### src/rtl/cphy_symbol_deserializer.sv
// C-PHY slave symbol deserializer: hunts for the sync word, then packs
// every SYMS accepted symbols into one group with a single-cycle valid.
module cphy_symbol_deserializer #(
   parameter int          SYMS      = 7,
   parameter logic [20:0] SYNC_WORD = 21'o3444443
) (
   input  logic                clk,
   input  logic                rst_n,
   input  logic                rx_active,
   input  logic [2:0]          sym_in,
   input  logic                sym_valid,
   output logic [3*SYMS-1:0]   word_out,
   output logic                word_valid,
   output logic                sync_det,
   output logic                aligned,
   output logic                sym_err
);

   localparam int W  = 3 * SYMS;
   localparam int HW = W - 3;
   localparam int CW = $clog2(SYMS);
   localparam logic [CW-1:0] LAST = CW'(SYMS - 1);

   typedef enum logic {HUNT, ALIGNED} state_t;

   state_t          state, state_n;
   logic [HW-1:0]   hist, hist_n;
   logic [HW-1:0]   acc_reg, acc_reg_n;
   logic [CW-1:0]   count, count_n;
   logic [W-1:0]    word_n;
   logic            word_valid_n;
   logic            sync_det_n;
   logic            sym_err_n;
   logic            acc;

   assign acc     = sym_valid & rx_active;
   assign aligned = (state == ALIGNED);

   always_ff @(posedge clk or negedge rst_n) begin
      if (!rst_n) begin
         state      <= HUNT;
         hist       <= '0;
         acc_reg    <= '0;
         count      <= '0;
         word_out   <= '0;
         word_valid <= 1'b0;
         sync_det   <= 1'b0;
         sym_err    <= 1'b0;
      end else begin
         state      <= state_n;
         hist       <= hist_n;
         acc_reg    <= acc_reg_n;
         count      <= count_n;
         word_out   <= word_n;
         word_valid <= word_valid_n;
         sync_det   <= sync_det_n;
         sym_err    <= sym_err_n;
      end
   end

   always_comb begin
      state_n      = state;
      hist_n       = hist;
      acc_reg_n    = acc_reg;
      count_n      = count;
      word_n       = word_out;
      word_valid_n = 1'b0;
      sync_det_n   = 1'b0;
      sym_err_n    = acc & (sym_in > 3'd4);

      // Burst end drops any partial group and forces a fresh hunt.
      if (!rx_active) begin
         state_n   = HUNT;
         hist_n    = '0;
         acc_reg_n = '0;
         count_n   = '0;
      end else if (acc) begin
         unique case (state)
            HUNT: begin
               if ({hist, sym_in} == SYNC_WORD) begin
                  state_n    = ALIGNED;
                  sync_det_n = 1'b1;
                  count_n    = '0;
                  hist_n     = '0;
                  acc_reg_n  = '0;
               end else begin
                  hist_n = {hist[HW-4:0], sym_in};
               end
            end
            ALIGNED: begin
               if (count == LAST) begin
                  word_n       = {acc_reg, sym_in};
                  word_valid_n = 1'b1;
                  count_n      = '0;
               end else begin
                  acc_reg_n = {acc_reg[HW-4:0], sym_in};
                  count_n   = count + 1'b1;
               end
            end
            default: state_n = HUNT;
         endcase
      end
   end

endmodule
### config.mk
export PLATFORM = sky130hd
export DESIGN_NAME = cphy_symbol_deserializer
export DESIGN_NICKNAME = d
export VERILOG_FILES = /design/src/rtl/cphy_symbol_deserializer.sv
export SDC_FILE = /design/constraint.sdc
export NUM_CORES = 1
export LEC_CHECK = 0
export CORE_UTILIZATION = 55
export DETAILED_ROUTE_END_ITERATION = 16
export DONT_BUFFER_PORTS = 1
export HOLD_SLACK_MARGIN = 0.02
export PLACE_DENSITY = 0.7
export SLEW_MARGIN = 10
export SYNTH_ARGS = -nofsm -noshare
export SYNTH_HDL_FRONTEND = slang
export SYNTH_SLANG_ARGS = --single-unit
### constraint.sdc
create_clock -name clk -period 3.4 [get_ports clk]
set_input_delay 0.51 -clock clk [delete_from_list [all_inputs] [get_ports clk]]
set_output_delay 0.51 -clock clk [all_outputs]
set_load 0.005 [all_outputs]
==> results list <==
- The flow ran to the end, and the final reports show no timing, DRC or antenna violations.
- Synthesized-area fraction occupied by ao, oa, aoi and oai cells: 0.172
* Number of vias per cell: 6.31
- Clock sinks: 64
- Count of unique library cells instantiated by Yosys: 31
* IR Drop Worst-Case VDD: 0.337 mV
- Clock root buffer: sky130_fd_sc_hd__clkbuf_8
- For this run, global-route usage on met3 was measured as 0.0872.
- Of the total synthesized cell area, the portion taken by AND, OR, NAND and NOR gates is 0.0728.
* I/O pin count: 32
* GRT Total Usage: 0.219
- In the layout the commonest cells are sky130_fd_sc_hd__dfrtp_1 (64), sky130_fd_sc_hd__a22o_1 (38), sky130_fd_sc_hd__mux2_2 (21).
* Global route overflow: 0
- Starting density of the core: 0.576
* Share of cell area taken by muxes after synthesis: 0.0943
* Syn avg cell area: 14.5 um^2
- Along the worst path, the maximum fanout reaches 14.
* Routed Wire Length: 4.68 mm
- Post-route minimum period: 2.13 ns
- For the worst flop-to-flop path, the logic depth is 4.
- Summed over all instances, the cell type with the most area after synthesis is sky130_fd_sc_hd__dfrtp_1.
- In the global route stage, met1 resource usage came out at 0.305.
* Number of flip-flops under the largest register name: 21
* Share of power burned in the clock network: 0.476
- Number of synthesis warnings: 0
- Die X-Extent: 69.5 um
* FF-to-FF setup slack: 1.27 ns
- For this run, design rule violations remaining after detail routing come to 0.
- Data required time at the worst endpoint: 3.63 ns
* Worst hold-check path type: in -> async
- The first TritonRoute pass finished after 4 iterations.
- The first global-routing pass estimated 8.02 mm of wire.
* Net Switching: 335 uW
* Switching share of power: 0.217
- Area of the mapped netlist: 2510 um^2
* R2R Path End: word_out[11]
- Final count of hold timing violations: 0
* Measured slew at the worst slew-check pin: 0.798 ns
- XOR/XNOR share of the synthesized area: 0
- After synthesis, the share of flip-flops with an asynchronous set or reset is 1.00.
- When the netlist entered floorplanning its net count stood at 180.
* Final setup vio count: 0
- Commonest non-fill, non-tap cell in the layout: sky130_fd_sc_hd__dfrtp_1
- Synth-to-Final Area Change: 12.0%
- After the last flow step, the layout net total stands at 185.
- Maximum number of pins on one net before global-route repair: 65
- Of the post-synthesis cell area, the dominant cell type holds 0.638.
- Main combinational cell family by area after synthesis: compound AO/OA/AOI/OAI gates
- The share of total power dissipated in combinational logic is 0.026.
- Met2 routing resource usage after global routing: 0.306
- Critical Path Source Type: register
- HPWL after detailed placement: 2.94 mm
- Of the total synthesized cell area, the portion taken by full adders, half adders and majority gates is 0.
- Post-CTS setup buffers: 0
- The share of the Yosys chip area taken by registers is 0.638.
- The die covers 4840 um^2.
* TritonCTS clock tree: yes
- The layout has 327 filler cells.
- Of the cells placed in the final design, the portion with a size suffix greater than 1 is 0.262.
- Most used flip-flop cell after synthesis: sky130_fd_sc_hd__dfrtp_1
- The setup path with the least slack is of type reg -> reg.
- Of the total power, registers draw 0.497.
- Layout Skew: 0.00869 ns
- In the finished design, the share of the clock period the worst path needs comes to 0.626.
* Setup TNS: 0 ns
* Number of antenna violations at the first check in global routing: 0
- 0 antenna diodes ended up in the layout.
- Overall power after layout: 1.55 mW
- In this run the core area contains 24 standard-cell rows.
- Clock-pin slew reported for the worst setup and hold paths after clock tree synthesis: 0.07 ns
* Vias in the first global route: 1,592
- H-tree depth: 3
* Achievable frequency: 470 MHz
- After synthesis the netlist holds a flip-flop and latch count of 64.
* Final Max Tran Viols: 0
- Global placer's final weighted congestion: 0.779
* Chip height: 69.5 um
- In this run the power density over the cells is 551 nW/um^2.
* Clk_lat worst skew: 0.34 ns
- Internal cell power: 1.21 mW
- After technology mapping, the gate count stands at 173.
- Cell types with the largest area share after synthesis: sky130_fd_sc_hd__dfrtp_1 (64%), sky130_fd_sc_hd__a22o_1 (13%), sky130_fd_sc_hd__mux2_2 (9.4%), sky130_fd_sc_hd__a32o_1 (1.2%), sky130_fd_sc_hd__nand2_1 (1.0%)
- Startpoint of the worst-slack reg-to-reg timing path: aligned
- Across the run, the number of max-cap violations was 0.
- Number of nets with antenna violations after detailed routing: 0
- Clock buffer depth: 2
* Setup repair after global routing missed its margin: false
- Buffers inserted during clock tree synthesis total 9.
- Iter 0 DRT Violations: 105
- Counting flops with a built-in enable in the synthesized netlist gives 0.
- For this design the static power due to leakage is 1.34 nW.
- Worst slew margin relative to its limit: 0.466
- Dividing the detail-routed wire length by the instance count gives 19.9 um.
* Vias post-DR: 1,483
- Buffers on Ports: 0
- After global routing, the most crowded layer is met2.
- Core outline area: 4350 um^2
* Data arrival time of the critical path: 2.36 ns
- Type of element capturing the critical path: register
## routing by layer
| metal | part of all wire | vias up |
|---|---|---|
| li1 | - | 671 |
| met1 | 0.46 | 763 |
| met2 | 0.46 | 44 |
| met5 | 0 | - |
| met4 | 0.013 | 0 |
| met3 | 0.063 | 5 |
## kinds of logic (layout without fill, tap and decap cells)
kind of cell	count (synthesis)	count (layout)
and+or+nand+nor	26	26
buffers and inverters	12	22
DFF	64	64
AOI/OAI and AO/OA	50	50
muxes	21	21
## Yosys cell counts, types with 2 or more instances
library cell / instances
sky130_fd_sc_hd__a21boi_1: 2
sky130_fd_sc_hd__inv_1: 3
sky130_fd_sc_hd__mux2_2: 21
sky130_fd_sc_hd__nor3_1: 2
sky130_fd_sc_hd__nand2_1: 7
sky130_fd_sc_hd__dfrtp_1: 64
sky130_fd_sc_hd__o21ai_0: 2
sky130_fd_sc_hd__clkbuf_1: 5
sky130_fd_sc_hd__nor2_1: 2
sky130_fd_sc_hd__a22o_1: 38
sky130_fd_sc_hd__buf_2: 3
sky130_fd_sc_hd__nand4b_1: 3
sky130_fd_sc_hd__a32o_1: 3
## area by class of cell
cell class,count,area [um^2],share of cell area
clock inverter,6,91.3,0.0325
tap,52,65.1,0.0232
multi-input combinational,97,860,0.306
timing repair buffer,3,42.5,0.0151
inverter,3,11.3,0.00401
sequential,64,1600,0.570
clock buffer,10,138,0.0490
## through the flow
step | setup WS [ns] | instance area (um^2) | util | std cells | hold WS, ns
after CTS | 1.25 | 2810 | 0.644 | 235 | 0.0459
after global routing | 1.11 | 2810 | 0.645 | 235 | 0.0436
final | 1.27 | 2810 | 0.645 | 235 | 0.0280
after global placement | 1.33 | 2550 | 0.585 | 218 | 0.216
after floorplan | 1.44 | 2510 | - | 173 | 0.214
after detailed placement | 1.27 | 2550 | 0.585 | 218 | 0.216
## power groups by stage
stage | Combinational (mW) | Sequential (mW) | Clock [mW]
2_1_floorplan | 0.0229 | 0.783 | 0
3_3_place_gp | 0.0221 | 0.784 | 0
3_5_place_dp | 0.0228 | 0.784 | 0
4_1_cts | 0.0413 | 0.769 | 0.745
5_1_grt | 0.0465 | 0.769 | 0.778
6_report | 0.0406 | 0.769 | 0.737
## worst max-delay path: stages (launching register included)
cell                      delay [ns]
sky130_fd_sc_hd__dfrtp_1        0.54
sky130_fd_sc_hd__nand3_1        0.17
sky130_fd_sc_hd__nor3_2         0.60
sky130_fd_sc_hd__buf_4          0.34
sky130_fd_sc_hd__mux2_2         0.36
## timing repair
item / CTS / global route
resized for setup: 0 / 0
hold endpoints to repair: 64 / 0
hold buffers: 1 / 0
## how the worst max path moves through the flow
stage               cells after the start  startpoint            to  slack (ns)
detailed placement                      4     aligned  word_out[11]        1.27
global placement                        4     aligned   word_out[6]        1.33
global route                            4     aligned   word_out[6]        1.11
finish                                  4     aligned  word_out[11]        1.27
floorplan                               6   sym_valid   acc_reg[10]        1.44
CTS                                     4     aligned  word_out[11]        1.25
No activity file was read; power rests on OpenSTA's default activity.
